**src/rtl/la_pkg.sv**
```systemverilog
// Shared definitions for the logic-analyser capture sequencer.
package la_pkg;

  localparam int LA_CH     = 8;
  localparam int LA_ADDR_W = 17;

  typedef enum logic [2:0] {
    S_IDLE = 3'd0,
    S_PRE  = 3'd1,
    S_WAIT = 3'd2,
    S_POST = 3'd3,
    S_DONE = 3'd4
  } la_state_t;

  // States in which incoming samples are written to the sample RAM.
  function automatic logic is_capture(input la_state_t s);
    return (s == S_PRE) || (s == S_WAIT) || (s == S_POST);
  endfunction

endpackage

```
**src/rtl/la_trig_match.sv**
```systemverilog
// Trigger matcher: per-channel level/edge compare against the previous stored sample.
module la_trig_match
  import la_pkg::*;
(
  input  logic             clk,
  input  logic             rst,
  input  logic             clr,
  input  logic             smp,
  input  logic [LA_CH-1:0] din,
  input  logic [LA_CH-1:0] trig_mask,
  input  logic [LA_CH-1:0] trig_val,
  input  logic [LA_CH-1:0] trig_edge,
  input  logic             force_trig,
  output logic             trig
);

  logic [LA_CH-1:0] prev;
  logic             prev_valid;
  logic             lvl;
  logic             edg;

  // Remember the last stored sample; the history is invalid until the first sample after arm.
  always_ff @(posedge clk) begin
    if (rst) begin
      prev       <= '0;
      prev_valid <= 1'b0;
    end else if (clr) begin
      prev_valid <= 1'b0;
    end else if (smp) begin
      prev       <= din;
      prev_valid <= 1'b1;
    end
  end

  // Level match on masked channels, edge match on any enabled channel changing.
  always_comb begin
    lvl  = &(~trig_mask | ~(din ^ trig_val));
    edg  = (trig_edge == '0) | (|((din ^ prev) & trig_edge));
    trig = (lvl & edg & prev_valid & (|(trig_mask | trig_edge))) | force_trig;
  end

endmodule

```
**src/rtl/la_capture_ctrl.sv**
```systemverilog
// Capture sequencer for the 8-channel logic analyser: circular sample RAM fill with a
// fixed pre-trigger depth, trigger detection and post-trigger count, then freeze.
// Optional build macro LA_AUTO_TRIG_EN adds a sample-count auto-trigger in S_WAIT.
//
//   state  | meaning
//   S_IDLE | not capturing, waiting for arm
//   S_PRE  | filling the pre-trigger history
//   S_WAIT | writing continuously, looking for the trigger
//   S_POST | counting post-trigger samples
//   S_DONE | RAM frozen, stop raised, window base valid
module la_capture_ctrl
  import la_pkg::*;
#(
  parameter int ADDR_W   = LA_ADDR_W,
  parameter int PRE_TRIG = 16384,
  parameter int TIMEOUT  = 2**20
) (
  input  logic              clk,
  input  logic              rst,
  input  logic              sample_en,
  input  logic [LA_CH-1:0]  din,
  input  logic              arm,
  input  logic              abort,
  input  logic              force_trig,
  input  logic [LA_CH-1:0]  trig_mask,
  input  logic [LA_CH-1:0]  trig_val,
  input  logic [LA_CH-1:0]  trig_edge,
  output logic              wr_en,
  output logic [ADDR_W-1:0] wr_addr,
  output logic [LA_CH-1:0]  wr_data,
  output logic              stop,
  output logic [ADDR_W-1:0] rd_base,
  output logic [ADDR_W-1:0] trig_addr,
  output logic [2:0]        state_o,
  output logic              done_p
);

  localparam int DEPTH = 2**ADDR_W;

  typedef logic [ADDR_W-1:0] addr_t;
  typedef logic [ADDR_W:0]   cnt_t;

  localparam cnt_t PRE_LEN  = cnt_t'(PRE_TRIG);
  localparam cnt_t POST_LEN = cnt_t'(DEPTH - PRE_TRIG);

  la_state_t state, state_nxt;
  addr_t     ptr;
  addr_t     trig_ptr;
  addr_t     trig_src;
  cnt_t      pre_cnt;
  cnt_t      post_cnt;
  logic      smp;
  logic      accept_arm;
  logic      match_trig;
  logic      auto_trig;
  logic      trig_fire;
  logic      done_entry;

  assign smp        = sample_en & is_capture(state) & ~abort;
  assign accept_arm = arm & ~abort & ((state == S_IDLE) | (state == S_DONE));
  assign trig_fire  = smp & (state == S_WAIT) & (match_trig | auto_trig);
  assign done_entry = (state_nxt == S_DONE) & (state != S_DONE);
  // A capture whose post length is one completes on the trigger sample itself.
  assign trig_src   = (state == S_WAIT) ? ptr : trig_ptr;
  assign stop       = (state == S_DONE);
  assign state_o    = state;

  la_trig_match u_match (
    .clk        (clk),
    .rst        (rst),
    .clr        (accept_arm),
    .smp        (smp),
    .din        (din),
    .trig_mask  (trig_mask),
    .trig_val   (trig_val),
    .trig_edge  (trig_edge),
    .force_trig (force_trig),
    .trig       (match_trig)
  );

`ifdef LA_AUTO_TRIG_EN
  localparam int TO_W = $clog2(TIMEOUT + 1);
  typedef logic [TO_W-1:0] to_t;
  to_t to_cnt;

  // Count samples seen in S_WAIT; restarts every time S_WAIT is entered.
  always_ff @(posedge clk) begin
    if (rst) begin
      to_cnt <= '0;
    end else if ((state_nxt == S_WAIT) && (state != S_WAIT)) begin
      to_cnt <= '0;
    end else if (smp && (state == S_WAIT)) begin
      to_cnt <= to_cnt + to_t'(1);
    end
  end

  assign auto_trig = (to_cnt == to_t'(TIMEOUT - 1));
`else
  // Never true: without auto-trigger S_WAIT waits indefinitely.
  assign auto_trig = (TIMEOUT < 0);
`endif

  // State register.
  always_ff @(posedge clk) begin
    if (rst) state <= S_IDLE;
    else     state <= state_nxt;
  end

  // Next-state logic; abort overrides everything, including a simultaneous arm.
  always_comb begin
    state_nxt = state;
    if (abort) begin
      state_nxt = S_IDLE;
    end else begin
      case (state)
        S_IDLE, S_DONE: if (arm) state_nxt = (PRE_TRIG == 0) ? S_WAIT : S_PRE;
        S_PRE:          if (smp && ((pre_cnt + cnt_t'(1)) == PRE_LEN)) state_nxt = S_WAIT;
        S_WAIT:         if (trig_fire) state_nxt = (POST_LEN == cnt_t'(1)) ? S_DONE : S_POST;
        S_POST:         if (smp && ((post_cnt + cnt_t'(1)) == POST_LEN)) state_nxt = S_DONE;
        default:        state_nxt = S_IDLE;
      endcase
    end
  end

  // RAM write port, write pointer, sample counters and the frozen window registers.
  always_ff @(posedge clk) begin
    if (rst) begin
      wr_en     <= 1'b0;
      wr_addr   <= '0;
      wr_data   <= '0;
      ptr       <= '0;
      trig_ptr  <= '0;
      pre_cnt   <= '0;
      post_cnt  <= '0;
      trig_addr <= '0;
      rd_base   <= '0;
      done_p    <= 1'b0;
    end else begin
      wr_en  <= smp;
      done_p <= done_entry;
      if (smp) begin
        wr_addr <= ptr;
        wr_data <= din;
        ptr     <= ptr + addr_t'(1);
      end
      if (accept_arm)                 pre_cnt <= '0;
      else if (smp && state == S_PRE) pre_cnt <= pre_cnt + cnt_t'(1);
      if (trig_fire) begin
        trig_ptr <= ptr;
        post_cnt <= cnt_t'(1);
      end else if (smp && state == S_POST) begin
        post_cnt <= post_cnt + cnt_t'(1);
      end
      if (done_entry) begin
        trig_addr <= trig_src;
        rd_base   <= trig_src - addr_t'(PRE_TRIG);
      end
    end
  end

endmodule

```
**config.mk**
```make
export PLATFORM = sky130hd
export DESIGN_NAME = la_capture_ctrl
export DESIGN_NICKNAME = d
export VERILOG_FILES = /design/src/rtl/la_pkg.sv /design/src/rtl/la_trig_match.sv /design/src/rtl/la_capture_ctrl.sv
export SDC_FILE = /design/constraint.sdc
export NUM_CORES = 1
export LEC_CHECK = 0
export ABC_AREA = 1
export CORE_MARGIN = 8
export CORE_UTILIZATION = 34
export CTS_BUF_LIST = sky130_fd_sc_hd__clkbuf_4 sky130_fd_sc_hd__clkbuf_8
export DETAILED_ROUTE_END_ITERATION = 16
export HOLD_SLACK_MARGIN = 0.06
export PLACE_DENSITY_LB_ADDON = 0.05
export SYNTH_ARGS = -nofsm -noshare
export SYNTH_HDL_FRONTEND = slang
export SYNTH_SLANG_ARGS = --single-unit
```
**constraint.sdc**
```tcl
create_clock -name clk -period 3.5 [get_ports clk]
set_input_delay 0.7 -clock clk [delete_from_list [all_inputs] [get_ports clk]]
set_output_delay 0.7 -clock clk [all_outputs]
set_load 0.03 [all_outputs]
```
Word level (Yosys, flattened, before mapping)

Index checks and enable logic that the tools add are counted.

Word-level logic and storage cells: 73
Bits of input ports: 38
Output and inout port bits: 65
Register bits after elaboration: 143

Reductions and logical operators: 16
Add/subtract/negate cells: 4
Equal/unequal tests: 8
Bitwise operators: 22
Multiplexer cells: 9

Operator list:

| operator                                             | number |
|---|---|
| adder 18 x 1 -> 18 bit (second input constant)       | 2 |
| == test 18 x 15 -> 1 bit (second input constant)     | 1 |
| == test 18 x 17 -> 1 bit (second input constant)     | 1 |
| adder 17 x 1 -> 17 bit (second input constant)       | 1 |
| two-way mux 17 bit                                   | 1 |
| subtractor 17 x 15 -> 17 bit (second input constant) | 1 |
| NOT 8 bit                                            | 2 |
| bitwise OR 8 bit                                     | 2 |
| OR reduction 8 bit                                   | 2 |
| bitwise XOR 8 bit                                    | 2 |
| two-way mux 3 bit                                    | 5 |
| one-hot mux 3 bit (4 select lines)                   | 1 |
| AND 1 bit                                            | 10 |
| AND 8 bit                                            | 1 |
| logical NOT 8 bit                                    | 1 |
| AND reduction 8 bit                                  | 1 |
| == test 3 x 2 -> 1 bit (second input constant)       | 2 |
| == test 3 bit (second input constant)                | 2 |
| OR reduction 2 bit                                   | 3 |
| logical AND 1 bit                                    | 4 |
| == test 3 x 1 -> 1 bit (second input constant)       | 1 |
| logical NOT 3 bit                                    | 1 |
| != test 3 bit (second input constant)                | 1 |
| bitwise OR 1 bit                                     | 3 |
| other kinds (5)                                      | 8 |

Longest topological paths before layout

Gate-level depths: netlist (run 1).

Depth in word-level cells: 14
Depth in mapped cells: 15
Gate-level depth less buffers: 15

Cells and area by module

From an unflattened synthesis (run 1), not the netlist that was laid out.

Cell total of the unflattened synthesis: 950
Area, all modules: 6,476.2 µm²

By module, submodules not included:

| module          | sequential area each (µm²) | times used | area an instance (µm²) | cells an instance |
|---|---|---|---|---|
| la_capture_ctrl | 2,402.3                    | 1          | 5,758.0                | 820 |
| la_trig_match   | 180.2                      | 1          | 718.2                  | 130 |

Worst setup path before layout (run 1)

Ideal clock, no wire load.

Kind: input-to-reg
Start point: in abort
End point: reg ptr[15]
Stages: 11
Data required time: 3.372 ns
Arrival time: 1.981 ns
Path buffers: 0
Slack: 1.392 ns
Library setup time: 0.128 ns
Path through: inv_1 > nand4_2 > nor2_1 > nand2_1 > nor2_1 > nand3_1 > nor2_1 > nand2_1 > nor2_1 > xor2_1 > nor2_1

Word-level cells in the longest chain between the ends: 2

Ends and longest elaborated chain:

| item                 | RTL line               | source |
|---|---|---|
| start, declared      | la_capture_ctrl.sv:23  | `input logic abort,` |
| NOT 1 bit            | la_capture_ctrl.sv:59  | `assign smp = sample_en & is_capture(state) & ~abort;` |
| AND 1 bit            | la_capture_ctrl.sv:59  |  |
| end signal, assigned | la_capture_ctrl.sv:144 | `ptr <= ptr + addr_t'(1);` |
| end, declared        | la_capture_ctrl.sv:47  | `addr_t ptr;` |

No other way between the ends.
A chain may end at the register's enable or synchronous reset.

Worst setup path in the final report (run 1)

Start point: in abort
End point: reg rd_base[1]

Word-level cells in the longest chain between the ends: 9
Elaborated cells between the ends (all ways): 13
Classes of those cells: 1 x eq/ne; 5 x mux; 5 x bitwise; 2 x reduce/logical

Ends and longest elaborated chain:

| item                               | RTL line               | source |
|---|---|---|
| NOT 1 bit                          | la_capture_ctrl.sv:59  |  |
| AND 1 bit                          | la_capture_ctrl.sv:59  |  |
| AND 1 bit (2 in series)            | la_capture_ctrl.sv:61  | `assign trig_fire = smp & (state == S_WAIT) & (match_trig \| auto_trig);` |
| two-way mux 3 bit                  | la_capture_ctrl.sv:118 | `S_WAIT: if (trig_fire) state_nxt = (POST_LEN == cnt_t'(1)) ? S_DONE : S_POST;` |
| one-hot mux 3 bit (4 select lines) | la_capture_ctrl.sv:115 | `case (state)` |
| two-way mux 3 bit *                | la_capture_ctrl.sv:112 | `if (abort) begin` |
| == test 3 bit *                    | la_capture_ctrl.sv:62  | `assign done_entry = (state_nxt == S_DONE) & (state != S_DONE);` |
| AND 1 bit *                        | la_capture_ctrl.sv:62  |  |
| end signal, assigned               | la_capture_ctrl.sv:156 | `rd_base <= trig_src - addr_t'(PRE_TRIG);` |
| end, declared                      | la_capture_ctrl.sv:32  | `output logic [ADDR_W-1:0] rd_base,` |

Mark *: on every way between the ends. The rest lies on a longest branch, timed or not.

==> parameters.txt, run 1 <==
Parameter                              Value

Floorplanning
  Die span in y ... 152 um
  Effective utilization at floorplan ... 34.2%
  CORE AREA ... 18500 sq um
  Horizontal die dimension ... 152 um
  Top-level I/O count ... 103
  Std cell rows ... 50
  Die footprint ... 23200 sq um

Critical path
  Largest stage delay on the critical path ... 550 ps
  Crit-path cells ... clkdlybuf4s50_1 -> nor2_2 -> nand2_1 -> clkinv_1 -> nand3_4 -> clkinv_2 -> nand2_1 -> a21oi_1
  CP max stage cell ... clkdlybuf4s50_1
  Most repeated library cell on the critical path ... nand2_1
  Crit end category ... flop
  CP startpoint kind ... primary input
  Critical Path Source ... abort
  Maximum fanout along the worst path ... 27
  Startpoint of the worst register-to-register path ... post_cnt[0]$_SDFFE_PP0P_
  Worst path arrival time ... 2890 ps
  Worst Path Class, Setup ... in2reg
  Worst path bufs/invs ... 3
  Largest delay share family, worst path ... buffers and inverters
  Critical path data required time ... 3810 ps

Place
  Placed cell area ... 7500 sq um
  # port buffers ... 102
  Global placement routability congestion ... 0.858
  Worst slack after detailed placement ... 434 ps
  HPWL after detailed placement ... 12600 um

Timing
  Count of final setup violators ... 0
  Aggregate negative setup slack ... 0 ps
  Final Slew Violations ... 0
  Worst setup skew after layout ... 13.0 ps
  Unrepaired setup endpoints after global routing ... false
  Worst slew margin relative to its limit ... 61.2%
  Worst-Margin Slew ... 575 ps
  Min Clock Period, post-route ... 2590 ps
  Max Fclk ... 387 MHz
  Crit share post-route ... 73.9%
  Final WS setup ... 914 ps
  Final hold vios ... 0

Logic synthesis
  Portion of synthesized cell area occupied by the leading cell type ... 40.8%
  Syn Inst Count ... 943
  Average cell area after synthesis ... 6.72 sq um
  Top cells by area, synth ... dfxtp_1 (41%), nand2_1 (14%), a21oi_1 (8.7%)
  Total nets after synthesis ... 985
  Count of distinct cell types in the synthesized netlist ... 39
  Cell taking the most area after synthesis ... dfxtp_1
  Syn Std Cell Area ... 6330 sq um
  Warnings from Yosys ... 0
  Synth Flop Type ... dfxtp_1
  Share of the yosys chip area belonging to registers ... 40.8%
  Number of storage elements in the synthesis netlist ... 129
  Number of flops mapped to enable cells by yosys ... 0
  Asr flop ratio synth ... 0%

Worst hold path
  Class of the worst hold path ... reg2reg
  Startpoint of the tightest hold check path ... wr_data[3]$_SDFFE_PP0P_

Outcome
  Status ... finished, final reports clean

Final layout
  Area of all placed cells without fillers ... 7910 sq um
  Count of antenna diodes in the layout ... 0
  Number of nets in the layout ... 1072
  Total of fill cells in the finished design ... 1964
  Fraction of final layout cells with drive strength greater than 1 ... 7.00%
  Area grow syn2layout ... 24.9%

Clocking
  Clock latency at the later pin of the worst-skew pair ... 440 ps
  Clk sink count ... 129
  CTS tree ... built
  Setup repair bufs after CTS ... 0
  Resize count post-CTS ... 0
  Buffer depth of the longest clock path ... 2
  Clk pin slew, worst setup/hold paths ... 80 ps
  Number of buffers inserted for hold repair after clock tree synthesis ... 0
  H-Tree Depth ... 4
  Number of buffers inserted during clock tree synthesis ... 17
  Root buffer selected by CTS ... clkbuf_8

Power
  Worst vdd ir ... 0.213 mV
  Total power density per cell area ... 374 nW/um^2
  Standby leakage power ... 0.00293 uW

Global routing
  Initial antenna violation count ... 1
  Total gr overflow ... 0
  Gr usage total ... 15.2%
  Number of global-route vias before repair ... 5581
  First-pass GRT wire length ... 28900 um
  Maximum number of pins on one net before global-route repair ... 43

Drt
  Routed WL per cell ... 13.6 um
  DRT antenna net count ... 0
  DR iter-0 viols ... 348
  Count of vias placed by the detailed router ... 5854
  Vias per Instance ... 4.58
  Routed wire length ... 17300 um
  1st-pass router iterations ... 4
  Number of remaining DRC errors ... 0

Job
  Number of max-capacitance violations reported ... 0
==> cell families after synthesis <==
kind of cell	synth area share, %
flops	40.8
compound gates	16.7
simple gates	29.4
fa+ha+maj	0.790
xor+xnor	1.80
buf+inv	10.6
==> per-stage QoR <==
stage / utilization [%] / hold WS [ps] / instances / power [uW]
4_1_cts: 42.7 / 450 / 1277 / 3020
3_5_place_dp: 40.5 / 438 / 1245 / 1690
2_1_floorplan: - / 425 / 943 / 1600
3_3_place_gp: 40.5 / 434 / 1245 / 1690
5_1_grt: 42.7 / 471 / 1277 / 3100
6_report: 42.7 / 448 / 1277 / 2960
==> synthesized netlist by cell type, types with 4 or more instances <==
master,number
a21oi_1,110
nand3_1,50
inv_1,110
or2_0,4
nor3_1,12
buf_2,4
dfxtp_1,129
nand2_1,239
clkbuf_1,25
xor2_1,12
nor2_4,4
o21ai_0,77
buf_4,14
nand4_1,9
or2_2,6
ha_1,4
nor2_1,95
==> where the power goes <==
part | internal (uW) | switching [uW] | leakage [uW]
sequential | 1480 | 6.30 | 0.00104
clock | 691 | 618 | 0.000205
combinational | 75.2 | 93.2 | 0.00168
==> tightest hold or removal path: stages (launching register included) <==
cell,delay [ps]
dfxtp_1,310
inv_1,50
a21oi_1,50
==> final timing paths <==
check,endpoint,slack [ps],cells after the start
worst min-delay path,wr_data[3]$_SDFFE_PP0P_,450,2
worst min register to register,wr_data[3]$_SDFFE_PP0P_,450,2
worst max register to register,rd_base[1]$_SDFFE_PP0P_,1040,13
worst max-delay path,rd_base[1]$_SDFFE_PP0P_,910,8
==> registers in the layout (all words and copies together), names as in the netlist <==
| name | count |
|---|---|
| done_p | 1 |
| post_cnt | 18 |
| pre_cnt | 18 |
| ptr | 17 |
| rd_base | 17 |
| state_o | 3 |
| trig_addr | 3 |
| trig_ptr | 17 |
| u_match.prev | 8 |
| u_match.prev_valid | 1 |
| wr_addr | 17 |
| wr_data | 8 |
| wr_en | 1 |
==> per-layer routing <==
| metal | wire, um | up-vias | share of wire, % | track usage (%) |
|---|---|---|---|---|
| met3 | 764 | 13 | 4.4 | 3.94 |
| li1 | - | 3185 | - | - |
| met5 | 8 | - | 0.046 | 0 |
| met4 | 148 | 2 | 0.85 | 5.47 |
| met1 | 8760 | 2571 | 51 | 20.4 |
| met2 | 7640 | 83 | 44 | 23.0 |
==> placed cells by master, fill, tap and decap left out, drive strengths merged, types with 13 or more instances in the layout <==
cell and instances:
nand3 53, buf 13, a21oi 110, dfxtp 129, nor2 101, o21ai 79
clkbuf 20, inv 111, clkdlybuf4s50 101, nor3 13, nand2 243
==> cell type report <==
type	count	area, sq um	share of cell area, %
Multi-Input combinational cell	653	3090	39.0
Sequential cell	129	2580	32.6
Timing Repair Buffer	114	1110	14.0
Inverter	115	433	5.47
Tap cell	234	293	3.70
Clock buffer	20	275	3.48
Clock inverter	12	134	1.69
Power figures use the tool's default switching activity.
==> inputs of run 2 (changes only) <==
==> constraint.sdc (replaced) <==
create_clock -name clk -period 2.15 [get_ports clk]
set_input_delay 0.43 -clock clk [delete_from_list [all_inputs] [get_ports clk]]
set_output_delay 0.43 -clock clk [all_outputs]
set_load 0.03 [all_outputs]
==> parameters.txt, run 2 (synthesized netlist as in run 1, its figures left out) <==
Parameter                              Value

Final layout
  Area grow syn2layout ... 33.9%
  Total of fill cells in the finished design ... 1945 (-0.97%)
  Commonest cells after routing, fill and taps aside ... nand2_1 (221), dfxtp_1 (119), inv_1 (109), a21oi_1 (109), clkdlybuf4s50_1 (100)
  Number of nets in the layout ... 1121 (+4.6%)
  Area of all placed cells without fillers ... 8480 sq um (+7.2%)
  Largest registers in the final layout ... post_cnt (18), pre_cnt (18)
  Most common cell after layout, fill and taps aside ... nand2_1
  Number of cells in the finished layout apart from fillers ... 1326 (+3.8%)
  Count of antenna diodes in the layout ... 0 (unchanged)
  Fraction of final layout cells with drive strength greater than 1 ... 14.7% (+7.7 points)

Worst hold path
  Startpoint of the tightest hold check path ... rst
  Worst hold path cell count ... 2 (unchanged)
  Class of the worst hold path ... in2reg
  Worst-case hold path end point ... state_o[0]$_SDFF_PP0_

Clocking
  Clock latency at the later pin of the worst-skew pair ... 450 ps (about the same)
  Clk sink count ... 129 (unchanged)
  Number of buffers inserted for hold repair after clock tree synthesis ... 0 (unchanged)
  Buffer depth of the longest clock path ... 2 (unchanged)
  Clk pin slew, worst setup/hold paths ... 80 ps (about the same)
  Number of buffers inserted during clock tree synthesis ... 17 (unchanged)
  Root buffer selected by CTS ... clkbuf_8
  CTS tree ... built
  H-Tree Depth ... 4 (unchanged)

Place
  Placed cell area ... 7830 sq um (+4.4%)
  HPWL after detailed placement ... 13200 um (+4.1%)
  Global placement routability congestion ... 0.822 (-4.2%)
  Worst slack after detailed placement ... -289 ps (-724 ps)
  Placed cell count ... 1282 (+3.0%)
  # port buffers ... 102 (unchanged)

Timing
  Worst setup skew after layout ... 11.9 ps (-1.09 ps)
  Min Clock Period, post-route ... 2100 ps
  Worst-Margin Slew ... 612 ps (+36.4 ps)
  Max Fclk ... 476 MHz
  Count of final setup violators ... 0 (unchanged)
  Unrepaired setup endpoints after global routing ... true
  Fin Hold WS ... 266 ps (-182 ps)
  Worst slew margin relative to its limit ... 58.8% (-2.5 points)
  Crit share post-route ... 97.8%
  Final hold vios ... 0 (unchanged)
  Final Slew Violations ... 0 (unchanged)
  Final WS setup ... 47.3 ps (-866 ps)

Drt
  DR iter-0 viols ... 209 (-40%)
  Vias per Instance ... 4.56 (-0.50%)
  Number of remaining DRC errors ... 0 (unchanged)
  1st-pass router iterations ... 6 (+2)
  DRT antenna net count ... 0 (unchanged)
  Count of vias placed by the detailed router ... 6048 (+3.3%)
  Routed WL per cell ... 13.5 um (-0.60%)
  Routed wire length ... 17900 um (+3.2%)

Critical path
  Worst path arrival time ... 2490 ps (-400 ps)
  CP max stage cell ... dfxtp_2
  Largest stage delay on the critical path ... 340 ps (-210 ps)
  Destination of the worst register-to-register timing path ... rd_base[15]$_SDFFE_PP0P_
  Startpoint of the worst register-to-register path ... post_cnt[0]$_SDFFE_PP0P_
  Maximum fanout along the worst path ... 7 (-74%)
  Worst-case reg-to-reg path depth ... 14 (+1)
  Largest delay share family, worst path ... simple AND/OR/NAND/NOR gates
  Worst path bufs/invs ... 2 (-1)
  Reg2Reg Setup Slack ... 50 ps (-990 ps)
  Critical path data required time ... 2530 ps (-1280 ps)
  Worst Path Class, Setup ... reg2reg
  Crit end category ... flop
  CP startpoint kind ... flop
  Crit-path cells ... ha_4 -> nand3_4 -> inv_4 -> buf_6 -> nand2_2 -> nand2_2 -> nor2_1 -> nand2_1 -> nor2_1 -> nand2_1 -> nor2_4 -> nand3_4 -> or2_0 -> a21oi_1

Global routing
  Gr usage total ... 15.3% (+0.10 points)
  Maximum number of pins on one net before global-route repair ... 38 (-12%)
  First-pass GRT wire length ... 29000 um (+0.12%)
  Number of global-route vias before repair ... 5660 (+1.4%)
  Initial antenna violation count ... 0 (-1)
  Total gr overflow ... 0 (unchanged)

Floorplanning
  Die footprint ... 23200 sq um (unchanged)
  Top-level I/O count ... 103 (unchanged)
  Effective utilization at floorplan ... 34.2% (unchanged)
  Die span in y ... 152 um (unchanged)
  Horizontal die dimension ... 152 um (unchanged)
  CORE AREA ... 18500 sq um (unchanged)
  Std cell rows ... 50 (unchanged)

Job
  Number of max-capacitance violations reported ... 0 (unchanged)

Outcome
  Status ... finished, final reports clean

Power
  Total power density per cell area ... 562 nW/um^2 (+50%)
  Final Total Pwr ... 4760 uW (+61%)
  Worst vdd ir ... 0.400 mV (+88%)
  Standby leakage power ... 0.00320 uW (+9.1%)
## run 2: cell types whose count changed in the layout (fill, tap and decap cells not counted), moves of 5 or more
cell / previous run / this run
dfxtp_2: 0 / 10
nand2_1: 239 / 221
nand2_2: 3 / 17
nor2_2: 3 / 8
dfxtp_1: 129 / 119
buf_4: 12 / 51
nor2_1: 94 / 87
## run 2: routing by layer
layer | share of wire, % | GRT usage [%] | vias to the layer above | routed length (um)
li1 | - | - | 3296 | -
met1 | 51 | 20.1 | 2646 | 9110
met2 | 45 | 24.1 | 89 | 7980
met3 | 3.5 | 3.43 | 17 | 619
met4 | 0.95 | 5.51 | 0 | 169
met5 | 0 | 0 | - | 0
## run 2: cell type report
type,instances,area (sq um),share of cell area (%)
well taps,234,293,3.45
flip-flops and latches,129,2590,30.6
clock inverters,11,105,1.24
inverters,115,442,5.21
repair buffers,161,1540,18.1
clock buffers,21,283,3.33
repair inverters,1,6.26,0.0738
multi-input cells,654,3220,38.0
## run 2: report_power, final
part,switching [uW],total [uW],internal [uW],leakage [uW]
logic,156,300,144,0.00196
clock network,1030,2050,1020,0.000188
registers,9.98,2410,2400,0.00105
## run 2: timing repair
action	in CTS	in global routing
endpoints found under the hold margin	0	0
setup endpoints to repair	3	27
cloned	0	3
setup buffers	0	9
resized for setup	2	56
pin swaps	0	14
## run 2: worst max-delay path by stage
stage | end | startpoint | depth (start not counted)
after CTS | rd_base[8]$_SDFFE_PP0P_ | post_cnt[0]$_SDFFE_PP0P_ | 13
after detailed placement | post_cnt[10]$_SDFFE_PP0P_ | din[7] | 12
final | rd_base[15]$_SDFFE_PP0P_ | post_cnt[0]$_SDFFE_PP0P_ | 14
after global placement | post_cnt[10]$_SDFFE_PP0P_ | din[7] | 12
after floorplan | ptr[15]$_SDFFE_PP0P_ | state_o[0]$_SDFF_PP0_ | 12
after global routing | rd_base[15]$_SDFFE_PP0P_ | post_cnt[0]$_SDFFE_PP0P_ | 13
## run 2: stage by stage
stage                     util, %  TNS (ps)
final                        45.8         0
after CTS                    44.4     -18.0
after floorplan                 -         0
after global routing         45.8     -1360
after detailed placement     42.3     -7540
after global placement       42.3     -6350
